==> src/rtl/program_run_monitor.sv <==
// Watches a core's PC for an end-of-program address, lets the pipeline drain,
// then compares a result register against the expected value (or reports a timeout).
module program_run_monitor #(
  parameter int                                  ADDRESS_BITS   = 32,
  parameter int                                  DATA_WIDTH     = 32,
  parameter int                                  NUM_END_PCS    = 2,
  parameter logic [NUM_END_PCS*ADDRESS_BITS-1:0] END_PCS        = {32'h000000ac, 32'h000000a8},
  parameter logic [DATA_WIDTH-1:0]               EXPECTED_VALUE = 32'h00009d80,
  parameter int                                  DRAIN_CYCLES   = 50,
  parameter int                                  TIMEOUT_CYCLES = 1000,
  parameter int                                  COUNT_BITS     = 32
) (
  input  logic                    clock,
  input  logic                    reset,
  input  logic                    start,
  input  logic [ADDRESS_BITS-1:0] PC,
  input  logic [DATA_WIDTH-1:0]   check_value,
  output logic                    busy,
  output logic                    done,
  output logic                    pass,
  output logic                    fail,
  output logic                    timeout,
  output logic [COUNT_BITS-1:0]   run_cycles
);

  typedef enum logic [1:0] {IDLE, RUN, DRAIN, DONE} state_t;

  localparam logic [COUNT_BITS:0] TIMEOUT_W = (COUNT_BITS+1)'(TIMEOUT_CYCLES);
  localparam logic [COUNT_BITS:0] DRAIN_W   = (COUNT_BITS+1)'(DRAIN_CYCLES);
  localparam logic [COUNT_BITS:0] ONE_W     = (COUNT_BITS+1)'(1);

  state_t                  state_q, state_d;
  logic [COUNT_BITS-1:0]   run_cnt_q, run_cnt_d;
  logic [COUNT_BITS-1:0]   drain_cnt_q, drain_cnt_d;
  logic [COUNT_BITS-1:0]   run_cycles_q, run_cycles_d;
  logic                    pass_q, pass_d;
  logic                    fail_q, fail_d;
  logic                    timeout_q, timeout_d;

  logic                    match;
  logic [COUNT_BITS:0]     run_inc;
  logic [COUNT_BITS:0]     drain_inc;
  logic [COUNT_BITS-1:0]   run_sat;

  always_comb begin
    match = 1'b0;
    for (int i = 0; i < NUM_END_PCS; i++) begin
      if (PC == END_PCS[i*ADDRESS_BITS +: ADDRESS_BITS]) match = 1'b1;
    end
  end

  // One extra bit keeps the "+1 == limit" compares exact even at counter wrap.
  assign run_inc   = {1'b0, run_cnt_q} + ONE_W;
  assign drain_inc = {1'b0, drain_cnt_q} + ONE_W;
  assign run_sat   = (&run_cnt_q) ? run_cnt_q : run_inc[COUNT_BITS-1:0];

  always_comb begin
    state_d      = state_q;
    run_cnt_d    = run_cnt_q;
    drain_cnt_d  = drain_cnt_q;
    run_cycles_d = run_cycles_q;
    pass_d       = pass_q;
    fail_d       = fail_q;
    timeout_d    = timeout_q;

    unique case (state_q)
      IDLE, DONE: begin
        if (start) begin
          state_d      = RUN;
          run_cnt_d    = '0;
          drain_cnt_d  = '0;
          run_cycles_d = '0;
          pass_d       = 1'b0;
          fail_d       = 1'b0;
          timeout_d    = 1'b0;
        end
      end
      RUN: begin
        run_cnt_d = run_sat;
        // A match on the final allowed cycle still counts as reaching the end.
        if (match) begin
          state_d      = DRAIN;
          run_cycles_d = run_sat;
          drain_cnt_d  = '0;
        end else if (run_inc == TIMEOUT_W) begin
          state_d      = DONE;
          run_cycles_d = TIMEOUT_W[COUNT_BITS-1:0];
          timeout_d    = 1'b1;
          fail_d       = 1'b1;
          pass_d       = 1'b0;
        end
      end
      DRAIN: begin
        drain_cnt_d = drain_inc[COUNT_BITS-1:0];
        if (drain_inc == DRAIN_W) begin
          state_d   = DONE;
          pass_d    = (check_value == EXPECTED_VALUE);
          fail_d    = (check_value != EXPECTED_VALUE);
          timeout_d = 1'b0;
        end
      end
      default: state_d = IDLE;
    endcase
  end

  always_ff @(posedge clock) begin
    if (reset) begin
      state_q      <= IDLE;
      run_cnt_q    <= '0;
      drain_cnt_q  <= '0;
      run_cycles_q <= '0;
      pass_q       <= 1'b0;
      fail_q       <= 1'b0;
      timeout_q    <= 1'b0;
    end else begin
      state_q      <= state_d;
      run_cnt_q    <= run_cnt_d;
      drain_cnt_q  <= drain_cnt_d;
      run_cycles_q <= run_cycles_d;
      pass_q       <= pass_d;
      fail_q       <= fail_d;
      timeout_q    <= timeout_d;
    end
  end

  assign busy       = (state_q == RUN) || (state_q == DRAIN);
  assign done       = (state_q == DONE);
  assign pass       = pass_q;
  assign fail       = fail_q;
  assign timeout    = timeout_q;
  assign run_cycles = run_cycles_q;

endmodule
==> config.mk <==
export PLATFORM = sky130hd
export DESIGN_NAME = program_run_monitor
export DESIGN_NICKNAME = d
export VERILOG_FILES = /design/src/rtl/program_run_monitor.sv
export SDC_FILE = /design/constraint.sdc
export NUM_CORES = 1
export LEC_CHECK = 0
export ABC_AREA = 1
export CAP_MARGIN = 20
export CORE_UTILIZATION = 42
export CTS_BUF_LIST = sky130_fd_sc_hd__clkbuf_16
export DETAILED_ROUTE_END_ITERATION = 10
export MAX_ROUTING_LAYER = met4
export PLACE_DENSITY_LB_ADDON = 0.15
export SLEW_MARGIN = 10
export SYNTH_ARGS = -nofsm -noshare
export SYNTH_HDL_FRONTEND = slang
export SYNTH_SLANG_ARGS = --single-unit
==> constraint.sdc <==
create_clock -name clock -period 5.55 [get_ports clock]
set_clock_uncertainty 0.15 [all_clocks]
set_input_delay 1.11 -clock clock [delete_from_list [all_inputs] [get_ports clock]]
set_output_delay 1.11 -clock clock [all_outputs]
set_load 0.01 [all_outputs]
== After elaboration in Yosys (flattened, before gate mapping) ==
Cells that the tools add are included.
Storage, ports and cells
  logic and storage cells: 60
  register bits: 101
  input bits: 67
  output and inout port bits: 37
Cells by class
  $add $sub $neg: 2
  reduce and logical (&&, ||, !) cells: 10
  muxes and demuxes: 26
  eq/ne operators: 15
Operators by type and width (count)
  $mux 32: 5
  $pmux 32 s2: 2
  $pmux 32 s3: 1
  $add 32x1->33 const B: 2
  $eq 32x8->1 const B: 2
  $eq 33x10->1 const B: 1
  $eq 33x6->1 const B: 1
  $eq 32x16->1 const B: 1
  $ne 32x16->1 const B: 1
  $reduce_and 32->1: 1
  $mux 1: 10
  $ne 2x2->1 const B: 5
  $pmux 1 s3: 3
  $mux 2: 4
  $pmux 2 s3: 1
  $reduce_and 3->1: 2
  $eq 2x2->1 const B: 2
  $reduce_and 2->1: 2
  $reduce_and 4->1: 1
  $ne 3x3->1 const B: 1
  $eq 2x1->1 const B: 1
  $logic_not 2->1: 1
  $reduce_bool 2->1: 1
  $reduce_or 2->1: 1
  $logic_or 1x1->1: 1

== Logic depth before layout (Yosys ltp) ==
Gate-level depths: netlist (run 1).
  depth in word-level cells: 5
  gate-level depth with buffers: 19
  gate-level depth less buffers: 18

== Worst setup path before layout (run 1) ==
No wires, ideal clock.
  path kind: input to register
  start: input port PC[11]
  end: register run_cycles_q[14] (netlist: run_cycles[14])
  path slack: 2.670 ns
  data arrival time: 2.666 ns
  required time: 5.336 ns
  setup time: 0.064 ns
  stages: 10
  path buffers: 1
  cells stage by stage: or2_2 -> nor3_1 -> nand4_1 -> or2_2 -> nor2_2 -> clkbuf_1 -> nand2_1 -> nand2_1 -> nand2_1 -> nor2_1
Between the ends
  longest elaborated chain between the ends: 5
  elaborated cells between the ends (all ways): 8
  classes of those cells: eq/ne (3); mux (4); reduce/logical (1)
RTL lines
  start: declaration: RTL line 16  | input logic [ADDRESS_BITS-1:0] PC,
  $eq 32x8->1: RTL line 48  | if (PC == END_PCS[i*ADDRESS_BITS +: ADDRESS_BITS]) match = 1'b1;
  $mux 1: RTL line 48
  $mux 1 (*): RTL line 48
  $ne 3x3->1 (no line) or $mux 32 (tied branches)
  $reduce_and 3->1 (no line) or $pmux 32 s2 (tied branches)
  end signal: assignment: RTL line 119  | run_cycles_q <= run_cycles_d;
  end: declaration: RTL line 35  | logic [COUNT_BITS-1:0] run_cycles_q, run_cycles_d;
Mark *: on every way between the ends. The rest lies on a longest branch, timed or not.
A chain may end at the register's enable or synchronous reset.

== Worst setup path in the final report (run 1) ==
  start: input port PC[11]
  end: register run_cycles_q[11] (netlist: run_cycles[11])
Same word-level chain as after synthesis.

==> PnR_summary.wiki, run 1 <==
{| class="wikitable"
! Metric !! Value
|-
| Full die area || between 15000 and 20000 um2
|-
| Vias in the first global route || between 6000 and 7000
|-
| TritonRoute pass-1 iters || 6
|-
| Total routed wirelength || between 15 and 20 mm
|-
| Final core utilization || 53.49%
|-
| Number of flip-flops and latches in the synthesized netlist || 101
|-
| Largest fanout of any net on the critical path || 38
|-
| Switching part of the total power || between 30% and 40%
|-
| Count of cell types in the netlist || 38
|-
| Die Y || about 130 um
|-
| Clk Tree Root Cell || clkbuf_16
|-
| GRT Util Overall || a little under a quarter
|-
| Final-layout setup total negative slack || 0 ps
|-
| Relative slew margins || 41.73%
|-
| Num Clock Sinks || 101
|-
| Count of hold-fix buffers inserted at cts || 0
|-
| Worst-case setup slack after placement || around 1500 ps
|-
| Bufs on Longest Clock Path || 2
|-
| PostCTS Resize Cnt || 0
|-
| Share of cells above drive strength 1 || ~5.3%
|-
| Net Count, Synth || between 1000 and 1500
|-
| Internal power || between 1500 and 2000 uW
|-
| Share of synthesized area occupied by flip-flops and latches || 31.26%
|-
| Global-route layer with the greatest usage || met2
|-
| List of cells traversed by the critical path || clkdlybuf4s50_1 -> or2_2 -> nor3_1 -> nand4_1 -> or2_2 -> nand3_2 -> nand2_2 -> inv_2 -> nand2_1 -> nand2_1 -> nor2_1
|-
| Number of standard cells after synthesis || 1104
|-
| GR Overflow Total || 0
|-
| Final-layout worst hold slack || approximately 330 ps
|-
| GRT met3 Usage || between 3 and 4%
|-
| Final-report hold violation count || 0
|-
| Signal arrival time at the worst endpoint || between 3000 and 4000 ps
|-
| Top-area cell type share of the netlist area || roughly 31%
|-
| Clock-pin slew on the worst setup and hold paths || about 70 ps
|-
| Async set-or-reset flop fraction in the synthesized netlist || 0%
|-
| Leakage power || roughly 0.0032 uW
|-
| DR DRC count || 0
|-
| DRC marker count from the first detailed-route iteration || approximately 340
|-
| Starting density of the core || between 40 and 50%
|-
| Number of clock buffers inserted by TritonCTS || 9
|-
| Final WS setup || roughly 1900 ps
|-
| Overall via count from detail_route || 6759
|-
| Buffers on Ports || roughly 100
|-
| Dominant synthesized flop cell || dfxtp_1
|-
| Worst setup path class || input port to flop
|-
| Pin count of the biggest net entering global routing || 63
|-
| Biggest cell delay along the critical path || between 600 and 700 ps
|-
| GR met2 Demand/Resource || approximately 40%
|-
| Nets || approximately 1300
|-
| Average instance area after synthesis || between 5 and 6 um2
|-
| Number of antenna violations at the first check in global routing || 0
|-
| Ant. Diodes || 0
|-
| Area growth from synthesis to final layout || 22.04%
|-
| Nature of the critical path endpoint || flop
|-
| Max Cap Viol || 0
|-
| Result of the run || completed
|-
| Switching pwr || 944.4 uW
|-
| Data required time at the worst endpoint || roughly 5600 ps
|-
| FMAX || between 200 and 300 MHz
|-
| Relative contribution of combinational cells to total power || between 40% and 50%
|-
| Clk network pwr share || between 20% and 30%
|-
| Clock tree from TritonCTS || done
|-
| Post-synth EDFFs || 0
|-
| Number of standard-cell rows in the floorplan || 44
|-
| Met1 routing resource usage after global routing || between 20% and 30%
|-
| Min Tclk post-route || 3649 ps
|-
| Cell at the slowest stage of the critical path || inv_2
|-
| Synth area leaders || dfxtp_1 (31%), nand2_1 (26%), nor2_1 (10%), a21oi_1 (5.5%), inv_1 (4.7%)
|-
| Clock insertion delay at the later pin of the skew report || about 350 ps
|-
| DIE WIDTH || about 130 um
|-
| CP startpoint kind || input port
|-
| Standard cell core area || 14750 um2
|-
| Yosys warnings || 0
|-
| Seq pwr share || around 36%
|-
| Gp weighted congestion || between 0.9 and 1
|-
| Class of the worst hold path || flop to flop
|-
| Fill cell instance count of the final layout || around 1600
|-
| Post-DP HPWL || 13.44 mm
|-
| DR WL/cell || about 13 um
|-
| Worst VDD drop || about 0.00017 V
|-
| Actual transition at the worst max-transition pin || approximately 870 ps
|-
| Count of endpoints failing setup in the final report || 0
|-
| Post-CTS Setup Inserts || 0
|-
| Number of top-level pins || about 100
|-
| Areal power density over the cells || ~310 nW/um2
|-
| Average via count per standard cell || around 4.9
|-
| Biggest area consumer among synthesized cells || dfxtp_1
|-
| Max Transition Viols Final || 0
|-
| CTS HTree Levels || 3
|-
| Ratio of final minimum period to clock period || roughly 66%
|-
| Unrepaired setup endpoints after global routing || no
|-
| Antenna Violating Nets Remaining || 0
|-
| Area of the mapped netlist || ~6500 um2
|-
| Global-route wire length before repair || a little under 30 mm
|}
## worst max-delay path: cells and delay by family
family / cells / cell delay [ps]
buffers and inverters: 2 / 1040
and+or+nand+nor: 9 / 1570
## routing by layer
layer | part of all wire (%) | wire length (um) | vias up
li1 | - | - | 3659
met4 | 1.7 | 298 | 0
met2 | 49 | 8693 | 98
met1 | 46 | 8139 | 2980
met3 | 2.7 | 479 | 22
met5 | 0 | 0 | -
## through the flow
step,cell area (um2),instances,total power (uW)
after floorplan,6467,1104,1583
after global placement,7624,1365,1890
after detailed placement,7624,1365,1899
after CTS,7893,1381,2492
after global routing,7893,1381,2655
final,7893,1381,2454
## cell type report
| type | count | area (um2) | share of cell area, % |
|---|---|---|---|
| Multi-Input combinational cell | 885 | 3976 | 50.38 |
| Clock buffer | 9 | 225.2 | 2.854 |
| Timing Repair Buffer | 110 | 1076 | 13.63 |
| Tap cell | 184 | 230.2 | 2.917 |
| Clock inverter | 7 | 43.79 | 0.5549 |
| Inverter | 85 | 319.1 | 4.042 |
| Sequential cell | 101 | 2022 | 25.62 |
## Yosys cell counts, types with 8 or more instances
library cell  instances
a21oi_1              71
o21ai_0              13
nand3_1              49
nor4_1               12
nand4_1              10
nand3b_1             26
clkbuf_1             25
nor2_2               15
nor2_4                8
nor2_1              180
inv_1                81
dfxtp_1             101
nand2_1             450
## flip-flops by register name (all words and copies together), names as in the netlist
name,cells
pass,1
state_q,2
run_cycles,32
drain_cnt_q,32
timeout,1
run_cnt_q,32
fail,1
## layout by cell type (no fill, tap or decap), types with 10 or more instances in the layout
cell type / n
nand2_1: 450
nand4_1: 10
inv_1: 82
nand3_1: 49
nor2_2: 16
nor2_1: 179
dfxtp_1: 101
o21ai_0: 13
clkdlybuf4s50_1: 101
a21oi_1: 71
nand3b_1: 26
nor4_1: 12
## final timing paths
path | start | endpoint | slack, ps | depth (start not counted)
worst max-delay path | PC[11] | run_cycles[11]$_SDFFE_PP0P_ | 1900 | 11
worst min-delay path | run_cycles[3]$_SDFFE_PP0P_ | run_cycles[3]$_SDFFE_PP0P_ | 330 | 2
worst max register to register | run_cnt_q[0]$_SDFFE_PP0P_ | run_cycles[11]$_SDFFE_PP0P_ | 2000 | 18
worst min register to register | run_cycles[3]$_SDFFE_PP0P_ | run_cycles[3]$_SDFFE_PP0P_ | 330 | 2
## cell families (layout without fill, tap and decap cells)
group	count (synthesis)	count (layout)	share of synthesized area (%)
xor+xnor	8	8	1.083
simple gates	769	769	50.65
compound gates	101	101	8.319
flops	101	101	31.26
buf+inv	118	211	7.351
fa+ha+maj	6	6	1.161
mux	1	1	0.1741
## power by group through the flow
stage | logic [uW] | registers (uW) | clock network [uW]
after floorplan | 657 | 926 | 0
after global routing | 1120 | 899 | 634
final | 984 | 889 | 581
after global placement | 986 | 904 | 0
after CTS | 999 | 889 | 604
after detailed placement | 994 | 905 | 0
Note: power is estimated with default switching activity, not from simulation.
==> inputs of run 2 (changes only) <==
Clock period 5.55 ns to 3.5 ns, I/O delays scaled along.
==> run 2 against run 1 <==
Critical path type is now flop to flop. Die area unchanged. Final area is 1.3% higher. Power grew 66%.
==> PnR_summary.wiki, run 2 (synthesis results as in run 1) <==
{| class="wikitable"
! Metric !! Value
|-
| Clock insertion delay at the later pin of the skew report || 360 ps (about the same)
|-
| Count of endpoints failing setup in the final report || 0 (unchanged)
|-
| Post-DP HPWL || 13.56 mm (+0.86%)
|-
| Number of antenna violations at the first check in global routing || 0 (unchanged)
|-
| Worst setup path class || flop to flop
|-
| Number of top-level pins || 104 (unchanged)
|-
| Most frequent standard cell in the layout excluding fill and tap cells || nand2_1
|-
| TritonRoute pass-1 iters || 5 (-1)
|-
| Areal power density over the cells || 508.8 nW/um2 (+64%)
|-
| Share of cells above drive strength 1 || 5.736% (+0.47 points)
|-
| Clock-pin slew on the worst setup and hold paths || 70 ps (about the same)
|-
| Cell at the slowest stage of the critical path || dfxtp_1
|-
| CP startpoint kind || flop
|-
| Crit path top cell by count || nand2_1
|-
| Full die area || 15900 um2 (unchanged)
|-
| Starting density of the core || 43.83% (unchanged)
|-
| Number of standard-cell rows in the floorplan || 44 (unchanged)
|-
| Nets || 1271 (+0.47%)
|-
| Average via count per standard cell || 4.870 (-0.49%)
|-
| DR DRC count || 0 (unchanged)
|-
| Final-report hold violation count || 0 (unchanged)
|-
| Relative slew margins || 53.32% (+12 points)
|-
| Signal arrival time at the worst endpoint || 3020 ps (-720 ps)
|-
| GRT Util Overall || 24.00% (+0.38 points)
|-
| Worst VDD drop || 0.0003010 V (+77%)
|-
| Number of clock buffers inserted by TritonCTS || 9 (unchanged)
|-
| Num Clock Sinks || 101 (unchanged)
|-
| Launching instance or port of the critical path || drain_cnt_q[1]$_SDFFE_PP0P_
|-
| DR WL/cell || 12.83 um (+0.65%)
|-
| DIE WIDTH || 126.1 um (unchanged)
|-
| Min Tclk post-route || around 2900 ps
|-
| Crit path max-delay family || simple AND/OR/NAND/NOR gates
|-
| Ant. Diodes || 0 (unchanged)
|-
| Actual transition at the worst max-transition pin || 700.2 ps (-172.9 ps)
|-
| Reg2Reg Depth || 17 (-1)
|-
| Clk Tree Root Cell || clkbuf_16
|-
| Internal reg-to-reg setup slack || 630 ps (-1370 ps)
|-
| Buffers on Ports || 102 (unchanged)
|-
| Worst-case setup slack after placement || 306.9 ps (-1227 ps)
|-
| Most frequent cells in the layout || nand2_1 (450), nor2_1 (179), dfxtp_1 (101), clkdlybuf4s50_1 (101), inv_1 (82)
|-
| Capture instance of the worst register-to-register path || pass$_SDFFE_PP0P_
|-
| Levels on crit path || 17 (+6)
|-
| Nature of the critical path endpoint || flop
|-
| Final WS setup || 625.3 ps (-1275 ps)
|-
| Clock tree from TritonCTS || done
|-
| Total routed wirelength || 17.80 mm (+1.1%)
|-
| Total area of multi-input combinational cells || 3976 um2 (unchanged)
|-
| Final-layout setup total negative slack || 0 ps (unchanged)
|-
| Class of the worst hold path || flop to flop
|-
| DP Area || 7706 um2 (+1.1%)
|-
| Post-CTS Setup Inserts || 0 (unchanged)
|-
| Origin of the critical flop-to-flop path || drain_cnt_q[1]$_SDFFE_PP0P_
|-
| Ratio of final minimum period to clock period || a little over 80%
|-
| Result of the run || completed
|-
| Leakage power || 0.003229 uW (+1.8%)
|-
| Biggest cell delay along the critical path || 400 ps (-250 ps)
|-
| Post-route cell area || 7999 um2 (+1.3%)
|-
| Standard cell core area || 14750 um2 (unchanged)
|-
| Worst path buffer plus inverter count || 1 (-1)
|-
| Antenna Violating Nets Remaining || 0 (unchanged)
|-
| Max Cap Viol || 0 (unchanged)
|-
| DRC marker count from the first detailed-route iteration || 394 (+16%)
|-
| Pin count of the biggest net entering global routing || 62 (-1.6%)
|-
| Fill cell instance count of the final layout || 1505 (-3.0%)
|-
| CTS HTree Levels || 3 (unchanged)
|-
| GR Overflow Total || 0 (unchanged)
|-
| Bufs on Longest Clock Path || 2 (unchanged)
|-
| Area growth from synthesis to final layout || 23.68%
|-
| Die Y || 126.1 um (unchanged)
|-
| Critical Path Sink || pass$_SDFFE_PP0P_
|-
| Final-layout worst hold slack || 328.7 ps (+2.913 ps)
|-
| Gp weighted congestion || 0.9299 (+0.67%)
|-
| Global-route wire length before repair || 29.75 mm (+0.35%)
|-
| Max Transition Viols Final || 0 (unchanged)
|-
| Data required time at the worst endpoint || 3650 ps (-1990 ps)
|-
| Overall via count from detail_route || 6755 (-0.059%)
|-
| Unrepaired setup endpoints after global routing || no
|-
| List of cells traversed by the critical path || ha_1 -> inv_1 -> nor2_2 -> nand2_1 -> nor2_2 -> nand2_1 -> nand2_1 -> nand2_1 -> nor2_1 -> nand2_1 -> nor2_1 -> nand3_1 -> a21oi_2 -> nand2_1 -> nand2_1 -> nand2_1 -> nor2_1
|-
| PostCTS Resize Cnt || 0 (unchanged)
|-
| Combined flip-flop and latch cell area || 2022 um2 (unchanged)
|-
| Count of hold-fix buffers inserted at cts || 0 (unchanged)
|-
| FMAX || approximately 350 MHz
|-
| Largest fanout of any net on the critical path || 7 (-82%)
|-
| Vias in the first global route || 6216 (-2.0%)
|}
==> run 2: layer usage <==
metal | routed length, um | vias up | track usage (%)
met5 | 0 | - | -
met4 | 284 | 0 | 7.158
met3 | 501 | 22 | 3.441
met2 | 8679 | 85 | 41.21
met1 | 8336 | 2975 | 29.05
li1 | - | 3673 | -
==> run 2: tightest hold or removal path: cells and delay by family (launching register included) <==
kind | cells | cell delay, ps
flops | 1 | 330
simple gates | 1 | 80
compound gates | 1 | 40
==> run 2: report_power, final <==
group,internal (uW),total (uW),switching [uW]
clock,551,1010,462
sequential,1300,1410,103
combinational,678,1650,971
total,2530,4070,1540
==> run 2: layout make-up <==
class                   count  area share (%)
repair buffers            116           14.48
multi-input cells         885           49.71
inverters                  85           3.989
clock buffers               9           2.816
clock inverters             7          0.8447
well taps                 184           2.878
flip-flops and latches    101           25.28
==> run 2: worst min path at each step <==
stage	start	cells after the start	to
floorplan	run_cnt_q[30]$_SDFFE_PP0P_	2	run_cnt_q[30]$_SDFFE_PP0P_
global placement	run_cycles[3]$_SDFFE_PP0P_	2	run_cycles[3]$_SDFFE_PP0P_
detailed placement	timeout$_SDFFE_PP0P_	2	timeout$_SDFFE_PP0P_
CTS	timeout$_SDFFE_PP0P_	2	timeout$_SDFFE_PP0P_
global route	run_cycles[5]$_SDFFE_PP0P_	2	run_cycles[5]$_SDFFE_PP0P_
finish	timeout$_SDFFE_PP0P_	2	timeout$_SDFFE_PP0P_
==> run 2: per-stage QoR <==
stage	std cells	power, uW	util, %
finish	1387	4070	54.21
CTS	1387	4122	54.21
floorplan	1104	2510	-
global placement	1371	3088	52.23
global route	1387	4375	54.21
detailed placement	1371	3103	52.23
